===== src/rtl/beat_gen.sv =====
// beat_gen: instruction beat sequencer.
// Walks each instruction through SCAN1 -> SCAN2 -> ACTION beats of
// DIGITS_PER_BEAT digit periods (one clk per digit), the last
// DIGITS_PER_BEAT-WORD_BITS digits of every beat being blackout.
// Ports:
//   clk, rst          : system clock, synchronous active-high reset
//   run               : continuous-run level switch
//   single_shot       : pulse, executes one instruction while stopped
//   stop_req          : stop-instruction decode, sampled during ACTION
//   beat[1:0]         : 0 SCAN1, 1 SCAN2, 2 ACTION, 3 STOPPED
//   digit[5:0]        : digit within beat
//   ha                : action gate (ACTION, data digits)
//   blackout          : blackout digits of any running beat
//   lstat_strobe      : load L staticiser (last digit of SCAN2)
//   ci_inc            : control-instruction increment (SCAN1 digit 0)
//   running           : beat != STOPPED
module beat_gen #(
  parameter int unsigned WORD_BITS       = 32,
  parameter int unsigned DIGITS_PER_BEAT = 36
) (
  input  logic       clk,
  input  logic       rst,
  input  logic       run,
  input  logic       single_shot,
  input  logic       stop_req,
  output logic [1:0] beat,
  output logic [5:0] digit,
  output logic       ha,
  output logic       blackout,
  output logic       lstat_strobe,
  output logic       ci_inc,
  output logic       running
);

  typedef enum logic [1:0] {
    SCAN1   = 2'd0,
    SCAN2   = 2'd1,
    ACTION  = 2'd2,
    STOPPED = 2'd3
  } beat_e;

  localparam logic [5:0] LAST_DIGIT = 6'(DIGITS_PER_BEAT - 1);
  localparam logic [5:0] WORD_END   = 6'(WORD_BITS);

  beat_e      beat_q, beat_d;
  logic [5:0] digit_q, digit_d;
  logic       stop_q, stop_d;   // stop latch
  logic       ss_q, ss_d;       // single-shot in progress
  logic       run_q;            // registered run for edge detection
  logic       beat_end;

  assign beat_end = (digit_q == LAST_DIGIT);

  always_comb begin
    beat_d  = beat_q;
    digit_d = digit_q;
    stop_d  = stop_q;
    ss_d    = ss_q;

    if (beat_q != STOPPED) begin
      digit_d = beat_end ? '0 : digit_q + 6'd1;
    end

    case (beat_q)
      STOPPED: begin
        digit_d = '0;
        stop_d  = 1'b0;
        ss_d    = 1'b0;
        if (run && !run_q) begin
          beat_d = SCAN1;
        end else if (single_shot && !run) begin
          beat_d = SCAN1;
          ss_d   = 1'b1;
        end
      end
      SCAN1: begin
        if (beat_end) beat_d = SCAN2;
      end
      SCAN2: begin
        if (beat_end) beat_d = ACTION;
      end
      ACTION: begin
        if (stop_req) stop_d = 1'b1;
        if (beat_end) begin
          // stop_req on the final digit must stop this instruction too,
          // so the live request is folded into the decision.
          if (run && !stop_q && !stop_req && !ss_q) begin
            beat_d = SCAN1;
          end else begin
            beat_d = STOPPED;
            stop_d = 1'b0;
            ss_d   = 1'b0;
          end
        end
      end
      default: begin
        beat_d  = STOPPED;
        digit_d = '0;
      end
    endcase
  end

  always_ff @(posedge clk) begin
    if (rst) begin
      beat_q  <= STOPPED;
      digit_q <= '0;
      stop_q  <= 1'b0;
      ss_q    <= 1'b0;
      run_q   <= 1'b1;  // run held high through reset must not look like an edge
    end else begin
      beat_q  <= beat_d;
      digit_q <= digit_d;
      stop_q  <= stop_d;
      ss_q    <= ss_d;
      run_q   <= run;
    end
  end

  assign beat         = beat_q;
  assign digit        = digit_q;
  assign running      = (beat_q != STOPPED);
  assign ha           = (beat_q == ACTION) && (digit_q < WORD_END);
  assign blackout     = running && (digit_q >= WORD_END);
  assign ci_inc       = (beat_q == SCAN1) && (digit_q == 6'd0);
  assign lstat_strobe = (beat_q == SCAN2) && beat_end;

endmodule


===== config.mk =====
export PLATFORM = sky130hd
export DESIGN_NAME = beat_gen
export DESIGN_NICKNAME = d
export VERILOG_FILES = /design/src/rtl/beat_gen.sv
export SDC_FILE = /design/constraint.sdc
export NUM_CORES = 1
export LEC_CHECK = 0
export ABC_AREA = 1
export CAP_MARGIN = 15
export CORE_AREA = 2 2 39 41
export CTS_CLUSTER_SIZE = 16
export DETAILED_ROUTE_END_ITERATION = 6
export DIE_AREA = 0 0 41 43
export PLACE_DENSITY_LB_ADDON = 0.05
export SETUP_SLACK_MARGIN = 0.05
export SYNTH_ARGS = -nofsm -noshare
export SYNTH_HDL_FRONTEND = slang
export SYNTH_SLANG_ARGS = --single-unit

===== constraint.sdc =====
create_clock -name clk -period 2.8 [get_ports clk]
set_clock_uncertainty 0.2 [all_clocks]
set_input_delay 0.56 -clock clk [delete_from_list [all_inputs] [get_ports clk]]
set_output_delay 0.56 -clock clk [all_outputs]
set_load 0.02 [all_outputs]

# Yosys cells after proc, flatten, opt, wreduce, memory -nomap -nowiden
# Index checks and enable logic that the tools add are counted.
# Widths: inputs -> output; s select.
# word_totals
register_bits	11
out_inout_bits	13
wordCells	55
# classes
addsub	1
n_lt_le_gt_ge	2
n_eq_ne	10
n_mux	17
n_reduce_logical	20
# op_table
operator	count
$mux 2	6
$ne 2x2->1 const B	5
$logic_and 1x1->1	9
$pmux 2 s4	1
$mux 1	7
$add 6x1->6 const B	1
$eq 6x6->1 const B	1
$ge 6x6->1 const B	1
$logic_not 6->1	1
$lt 6x6->1 const B	1
$mux 6	1
$logic_not 1->1	5
$eq 2x2->1 const B	2
$pmux 1 s2	2
$reduce_and 4->1	1
$ne 3x3->1 const B	1
$reduce_and 3->1	1
$eq 2x1->1 const B	1
$logic_not 2->1	1
$reduce_bool 2->1	1
$reduce_or 2->1	1

# Longest topological paths before layout
# Gate-level depths: netlist of run 1.
# logic_depth
depth_word	7
ltp_mapped	8
mapped_depth_nobuf	8

# Least setup slack after synthesis of run 1
# Ideal clock, no wire load.
# synth_timing
path_kind	register to output
startpoint	register digit_q[0] (netlist: digit[0])
endpoint	output lstat_strobe
t_arrival_ns	1.146
t_required_ns	2.040
slack_ns	0.894
path_stages_with_launch	4
path_cell_list	dfxtp_1 -> ha_1 -> nand3_2 -> nor2_1
# synth_between
elab_chain_len	2
# synth_rtl
item	line_no	rtl
from (decl)	46	logic [5:0] digit_q, digit_d;
from (signal assigned)	112	digit_q <= digit_d;
$eq 6x6->1	52	assign beat_end = (digit_q == LAST_DIGIT);
$logic_and 1x1->1	125	assign lstat_strobe = (beat_q == SCAN2) && beat_end;
to (decl)	30	output logic lstat_strobe,
# Every way passes these cells.

# Worst setup path after layout of run 1
# Same ends and word-level chain as after synthesis.

==> results by group, run 1 <==
Run status
  • Status: finished clean

Die
  • Core area: 0.00138 mm2
  • Starting density of the core: between 40 and 50%
  • Die area: approximately 0.0018 mm2
  • Die height: roughly 43 um
  • Row count: 14
  • Horiz. Die Dim: between 40 and 50 um
  • I/O pin total: 18

Synthesis
  • Synthesized Nets: 96
  • Share of the synthesized area in the top cell type: 36.4%
  • Synth area leader: dfxtp_1
  • Syn_area_per_cell: 6.79 um2
  • Register area share after synthesis: 36.4%
  • Count of unique library cells instantiated by Yosys: 20
  • Largest cells by area after synthesis: dfxtp_1, nand2_1, nor2_1, inv_1, nand3_1
  • Synth Instances: between 80 and 90
  • Ys Warns: 0
  • Yosys reg bits: 11
  • Synthesized cell area: 604 um2

Place
  • Global placer's final weighted congestion: 0.763
  • IO Port Bufs: 17
  • Place WS: 0.576 ns
  • Hpwl dp: 1.01 mm

Route
  • Total number of vias: 607
  • Final ANT Viol Nets: 0
  • DR pass1 iterations: 5
  • Final wirelength: 1.29 mm
  • DRC: 0
  • WL/cell: slightly above 10 um
  • Initial DRC Count: 5
  • Vias per inst: 4.82

Cells and area
  • Synthesis-to-finish area growth: 35.8%
  • Fin util: 59.3%
  • Fillers: 142
  • Commonest non-fill, non-tap cell in the layout: nand2_1
  • Most frequent cells in the layout: nand2_1, clkdlybuf4s50_1, nor2_1, inv_1, dfxtp_1
  • Layout cell share with drive strength beyond 1: 14.5%
  • Antenna Cells: 0
  • Nets: 118

STA
  • Peak Freq: 0.396 GHz
  • Final worst slack: 0.273 ns
  • Fin crit period: 2.53 ns
  • Fin. max-slew vios: 0
  • Final setup vio count: 0
  • RSZ-0062 raised after global routing: no
  • Fin Setup TNS: 0 ns
  • Post-route clock period utilization: 90.3%
  • Final number of hold-violating endpoints: 0
  • Slew headroom: slightly above 80%
  • Slew of the pin with the lowest slew margin: 0.259 ns

Flow run
  • Max-Cap Viols: 0

Worst setup path
  • Critical path type: flip-flop to primary output
  • Crit-path slowest cell: clkdlybuf4s50_1
  • Arrival @ worst endpoint: 1.77 ns
  • Crit path max-delay family: buffers and inverters
  • RR Endpoint: beat[0]
  • Critical Path Sink: lstat_strobe
  • CP Capture Type: primary output
  • CP bufs+invs: 1
  • Startpoint types: flip-flop
  • Reg-to-Reg Start: digit[0]
  • R2R depth: 6
  • Crit path max fanout: 5
  • Slowest stage delay, CP: 0.60 ns
  • Flop2flop setup slack: 1.38 ns
  • Ordered list of cells on the worst path: ha_1 > nand3_2 > nor2_1 > clkdlybuf4s50_1
  • Setup crit start: digit[0]
  • WP depth: 4
  • Worst Path Required: 2.04 ns

Clocking
  • CTS Sinks: 11
  • Skew-Pair Late Insertion Delay: 0.26 ns
  • Resize count post-CTS: 0
  • Reg clk slew, reported paths: 0.07 ns
  • CTS tree: built
  • Post-CTS Setup Bufs: 0
  • CTS Buf Count: 3
  • CTS Hold Bufs: 0
  • Root buffer cell: clkbuf_4
  • Max Root-Sink Buffers: 2
  • H-tree depth: 1

Power and ir drop
  • Sequential Power Share: 43.4%
  • Clk network pwr share: 25.8%
  • Internal power: 0.277 mW
  • Leak pwr: 0.361 nW
  • Switching share of total power: about 33%
  • Pwr dens: between 500 and 600 mW/mm2
  • Share of total power in combinational logic: 30.8%
  • Peak VDD IR: 0.000291 V
  • Total power: ~0.42 mW
  • Net Sw Power: 0.139 mW

Global routing
  • Grt ovf: 0
  • First-pass GRT wire length: 1.93 mm
  • Initial antenna violation count: 0
  • Vias in the first global route: around 490
  • Total track usage: roughly 16%
  • Largest net degree at the start of global routing: 9

Min path
  • HP Class: flip-flop to flip-flop
-- worst min-delay path, delay by kind of cell (launching register included) --
family | cells | cell delay [ns]
flip-flops | 1 | 0.32
AND/OR/NAND/NOR | 1 | 0.07
AO/OA/AOI/OAI | 1 | 0.06
-- state kept, by name, indices dropped and copies added, names as in the netlist --
name	count
run_q	1
ss_q	1
digit	6
beat	2
stop_q	1
-- cells by family (layout without fill, tap and decap cells) --
group / count (synthesis) / in the layout / synth area share, %
and+or+nand+nor: 54 / 54 / 43.1
AOI/OAI and AO/OA: 8 / 8 / 7.24
DFF: 11 / 11 / 36.4
adders and majority gates: 2 / 2 / 4.14
buffers and inverters: 14 / 35 / 9.11
-- Yosys cell counts, drive strengths merged --
cell type and number:
o21ai 4, ha 2, nand2 23, nand4 2
a21oi 4, nand3 8, and3 2, dfxtp 11
inv 14, nor3 2, nor2 17
-- worst min path at each step --
| stage | from | to | slack (ns) | cells after the start |
|---|---|---|---|---|
| 2_1_floorplan | ss_q | ss_q | 0.25 | 2 |
| 3_3_place_gp | digit[0] | digit[0] | 0.26 | 1 |
| 3_5_place_dp | stop_q | stop_q | 0.28 | 2 |
| 4_1_cts | stop_q | stop_q | 0.29 | 2 |
| 5_1_grt | digit[0] | digit[0] | 0.31 | 1 |
| 6_report | stop_q | stop_q | 0.28 | 2 |
-- power by group through the flow --
stage / logic (mW) / registers, mW / clock network (mW)
detailed placement: 0.129 / 0.185 / 0
global placement: 0.129 / 0.184 / 0
CTS: 0.130 / 0.181 / 0.112
floorplan: 0.0738 / 0.192 / 0
finish: 0.128 / 0.181 / 0.107
global route: 0.140 / 0.182 / 0.121
-- per-layer routing --
layer / part of all wire, % / track usage, %
met1: 47 / 19.7
met2: 47 / 25.6
met3: 4.2 / 3.14
met4: 1.5 / 8.00
met5: 0 / 0
-- layout make-up --
class	count	area, um2	share of cell area (%)
clock buffer	4	26.3	3.20
inverter	14	55.1	6.71
multi-input combinational	64	329	40.1
sequential	11	220	26.8
tap	16	20.0	2.44
timing repair buffer	17	170	20.7
-- per-stage QoR --
| stage | area [um2] | hold slack, ns | cells |
|---|---|---|---|
| finish | 821 | 0.282 | 126 |
| global route | 821 | 0.310 | 126 |
| CTS | 821 | 0.288 | 126 |
| detailed placement | 795 | 0.277 | 122 |
| global placement | 795 | 0.258 | 122 |
| floorplan | 604 | 0.252 | 89 |
No activity file was read; power rests on OpenSTA's default activity.
==> inputs of run 2 (changes only) <==
- HOLD_SLACK_MARGIN: unset -> 0.08
==> results of run 2 <==
No change in the layout: final DEF, timing and power equal those of run 1.
==> inputs of run 3 (changes only) <==
- CTS_CLUSTER_DIAMETER: unset -> 100
- GPL_TIMING_DRIVEN: unset -> 1
==> results of run 3 <==
No change in the layout: final DEF, timing and power equal those of run 1.
==> edit 1: new RTL, settings of run 2 <==
Put one more register stage on the output `digit`, cleared by the reset. The value now appears one clock later. The other outputs are not delayed to match.
--- a/src/rtl/beat_gen.sv
+++ b/src/rtl/beat_gen.sv
@@ -117,7 +117,13 @@
   end
 
   assign beat         = beat_q;
-  assign digit        = digit_q;
+  always_ff @(posedge clk) begin
+    if (rst) begin
+      digit <= '0;
+    end else begin
+      digit <= digit_q;
+    end
+  end
   assign running      = (beat_q != STOPPED);
   assign ha           = (beat_q == ACTION) && (digit_q < WORD_END);
   assign blackout     = running && (digit_q >= WORD_END);
Behaviour: not the same (a bounded check fails within 4 cycles, from zero or initial values and one cycle with rst high).
==> edit 1 against run 2 <==
  * Design area increased by 19%
  * Via count increased by 13%
  * Final cell count increased by 10%
  * Highest routed layer unchanged
  * Routed wire length increased by 9.6%
  * Synthesized area increased by 27%
  * Sequential cell count increased by 6
  * Power increased by 27%
  * Critical path type unchanged
  * Worst setup slack got worse by 0.037 ns
  * Fmax decreased by 1.5%
==> edit 1: results (changes against run 2) <==
status finished, final reports clean; Power Internal 364 uW (+31%); gr usage total 20.1% (+3.9 points); post-synthesis sequential area ratio 44.5% (+8.1 points); Via density 4.93 (+2.3%); worst hold slack 0.272 ns (-0.0106 ns); highest metal used met4; Vias 685 (+13%); Relative slew margins 78.2% (-4.4 points); # diodes 0 (unchanged); Main synth FF type dfxtp_1; leakage power 0.410 nW (+14%); clock latency on the worst-skew pair 0.29 ns (+0.03 ns); CP Max Fanout 4 (-1); clock network power 129 uW (+21%); P_sw 163 uW (+17%); largest net degree at the start of global routing 10 (+1); R2R Setup Slk 1.38 ns (about the same); Slowest Stage Delay on Critical Path 0.61 ns; Clock Pin Slew Worst Setup and Hold Paths 0.09 ns (+0.02 ns); list of most frequent post-synthesis cells 22 x nor2_1, 19 x nand2_1, 17 x dfxtp_1, 12 x inv_1; post-cts sizing count 0 (unchanged); met1 Track Usage GR 27.5% (+7.7 points); ranking of synthesized cells by area dfxtp_1 45%, nor2_1 11%, nand2_1 9.3%; CTS Root Buffer Type clkbuf_4; WL met3 87 microns (+61%); HPWL Detailed 1.13 mm (+12%); Syn Inst Count 103 (+16%); WL per Instance 10.1 microns (-0.61%); DP Area 950 sq um (+20%); vias in the first global route 602 (+23%); syn_nets 110 (+15%); met3 Use GR 4.71% (+1.6 points); DRT met1 WL 683 microns (+14%); global-route wire length before repair 2.39 mm (+24%); RR Startpoint digit_q[0]$_SDFFE_PP0N_; logic gate share of total power 24.5% (-6.3 points); Layout Nets 131 (+11%); layout cell share with drive strength beyond 1 14.6% (+0.089 points); class of the worst hold path reg -> reg; gpl congestion 0.798 (+4.6%); Place WS 0.560 ns (-0.0162 ns); Critical Path Source Type flop; GR peak layer met2; setup ws final 0.235 ns (-0.0374 ns); DR pass1 iterations 4 (-1); met2 GRT Util 28.4% (+2.8 points); maximum VDD drop 332 uV (+14%); worst endpoint data arrival time 1.80 ns (+0.03 ns); met2 WL 626 microns (+2.6%); Yosys cell types 19 (-5.0%)
[edit 1: changes by cell type in the layout (fill, tap and decap cells not counted), moves of 2 or more]
cell / before / now
nor3_1: 2 / 0
nand3_1: 7 / 4
nand2_2: 2 / 4
nor2_1: 12 / 22
dfxtp_1: 11 / 17
and3_1: 2 / 0
[edit 1: layout make-up]
cell class	count	area, sq um
Fill cell	124	408
Tap cell	16	20.0
Multi-Input combinational cell	70	363
Clock buffer	4	26.3
Timing Repair Buffer	17	170
Sequential cell	17	340
Inverter	15	56.3
[edit 1: how the worst min path moves through the flow]
stage / start / to / cells after the start
3_3_place_gp: digit_q[0]$_SDFFE_PP0N_ / digit_q[0]$_SDFFE_PP0N_ / 1
2_1_floorplan: digit_q[0]$_SDFFE_PP0N_ / digit_q[0]$_SDFFE_PP0N_ / 1
3_5_place_dp: digit_q[0]$_SDFFE_PP0N_ / digit_q[0]$_SDFFE_PP0N_ / 1
5_1_grt: digit_q[0]$_SDFFE_PP0N_ / digit_q[0]$_SDFFE_PP0N_ / 1
4_1_cts: digit_q[0]$_SDFFE_PP0N_ / digit_q[0]$_SDFFE_PP0N_ / 1
6_report: digit_q[0]$_SDFFE_PP0N_ / digit_q[0]$_SDFFE_PP0N_ / 1
[edit 1: kinds of logic after synthesis]
kind of cell | synth area share (%)
adders and majority gates | 3.27
AOI/OAI and AO/OA | 4.91
and+or+nand+nor | 38.1
buffers and inverters | 8.02
DFF | 44.5
xor gates and xnor gates | 1.15
[edit 1: worst register-to-register path: cells and delay by family, from the launching register on]
kind            cells  cell delay [ns]
compound gates      1             0.09
simple gates        4             0.38
flops               1             0.38
fa+ha+maj           1             0.27
==> edit 2: new RTL, flow settings as in run 2 <==
Without the edit above. The parameter `DIGITS_PER_BEAT` goes from 36 to 27.
--- a/src/rtl/beat_gen.sv
+++ b/src/rtl/beat_gen.sv
@@ -16,7 +16,7 @@
 //   running           : beat != STOPPED
 module beat_gen #(
   parameter int unsigned WORD_BITS       = 32,
-  parameter int unsigned DIGITS_PER_BEAT = 36
+  parameter int unsigned DIGITS_PER_BEAT = 27
 ) (
   input  logic       clk,
   input  logic       rst,
Check against the original RTL: no difference found for any inputs over 10 cycles, from zero or initial values and one cycle with rst high; that may be too few to reach the edited logic, so the function may still have changed.
==> edit 2 against run 2 <==
  * Combinational power is 19% lower
  * Register-to-register slack worse by 0.10 ns
  * Critical path depth shrank 1
  * Worst setup slack got worse by 0.048 ns
  * Via count shrank 4.0%
  * First-iteration DRC count rose by 140%
  * Power decreased by 6.6%
  * Sequential share of layout area down 0.79 points
  * Synthesized area increased by 4.1%
  * Routed wire length shrank 1.7%
  * Design area up 3.0%
  * Sequential cell count unchanged
  * Core utilization is 1.8 points higher
  * Critical endpoint is now ci_inc
  * Largest power group unchanged
==> edit 2: results (changes against run 2) <==
DR pass1 iterations 4 (-1); gr usage total 17.8% (+1.6 points); status finished, final reports clean; Yosys cell types 22 (+10%); gpl congestion 0.717 (-6.0%); Power Internal 266 uW (-4.1%); layout cell share with drive strength beyond 1 17.3% (+2.7 points); largest net degree at the start of global routing 8 (-1); Critical Path Source beat[1]$_SDFFE_PP1P_; Initial DRC Count 12 (+7); HPWL Detailed 1.01 mm (-0.36%); vias in the first global route 524 (+6.7%); syn_nets 97 (+1.0%); worst hold slack 0.285 ns (+0.00242 ns); post-synthesis sequential area ratio 35.0% (-1.4 points); Tmin final 2.58 ns (+0.0478 ns); Fillers 131 (-7.7%); Logic power comb 104 uW (-19%); list of most frequent post-synthesis cells 20 x nand2_1, 11 x dfxtp_1, 11 x inv_1, 11 x nor2_1, 7 x nand3_1; leakage power 0.371 nW (+2.7%); Syn Inst Count 89 (unchanged); critical path endpoint ci_inc; DP Area 820 sq um (+3.1%); Place WS 0.494 ns (-0.0821 ns); maximum VDD drop 335 uV (+15%); R2R Setup Slk 1.28 ns (-0.10 ns); worst endpoint data arrival time 1.82 ns (+0.05 ns); Worst Reg-to-Reg Cells 9 (+3); worst-margin pin slew 0.255 ns (-0.00441 ns)
-- edit 2: kinds of logic (layout without fill, tap and decap cells) --
kind of cell,count (synthesis),in the layout,share of synthesized area [%]
AND/OR/NAND/NOR,54,54,44.3
AO/OA/AOI/OAI,6,6,5.37
flip-flops,11,11,35.0
buffers and inverters,15,36,9.34
adder cells (fa/ha/maj),3,3,5.96
-- edit 2: layout make-up --
class,instances,area [sq um],share of cell area [%]
tap,16,20.0,2.37
clock buffer,4,26.3,3.11
inverter,15,58.8,6.95
sequential,11,220,26.0
multi-input combinational,63,350,41.4
timing repair buffer,17,170,20.1
-- edit 2: routing by layer --
layer  track usage (%)  part of all wire, %  vias up
li1                  -                    -      324
met1              21.1                   46      248
met2              28.4                   49        9
met3              3.14                  3.8        2
met4              10.0                  1.5        0
met5                 0                    0        -
-- edit 2: worst register-to-register path, delay by kind of cell, from the launching register on --
kind | cells | cell delay, ns
and+or+nand+nor | 5 | 0.43
DFF | 1 | 0.41
buffers and inverters | 3 | 0.23
adders and majority gates | 1 | 0.19
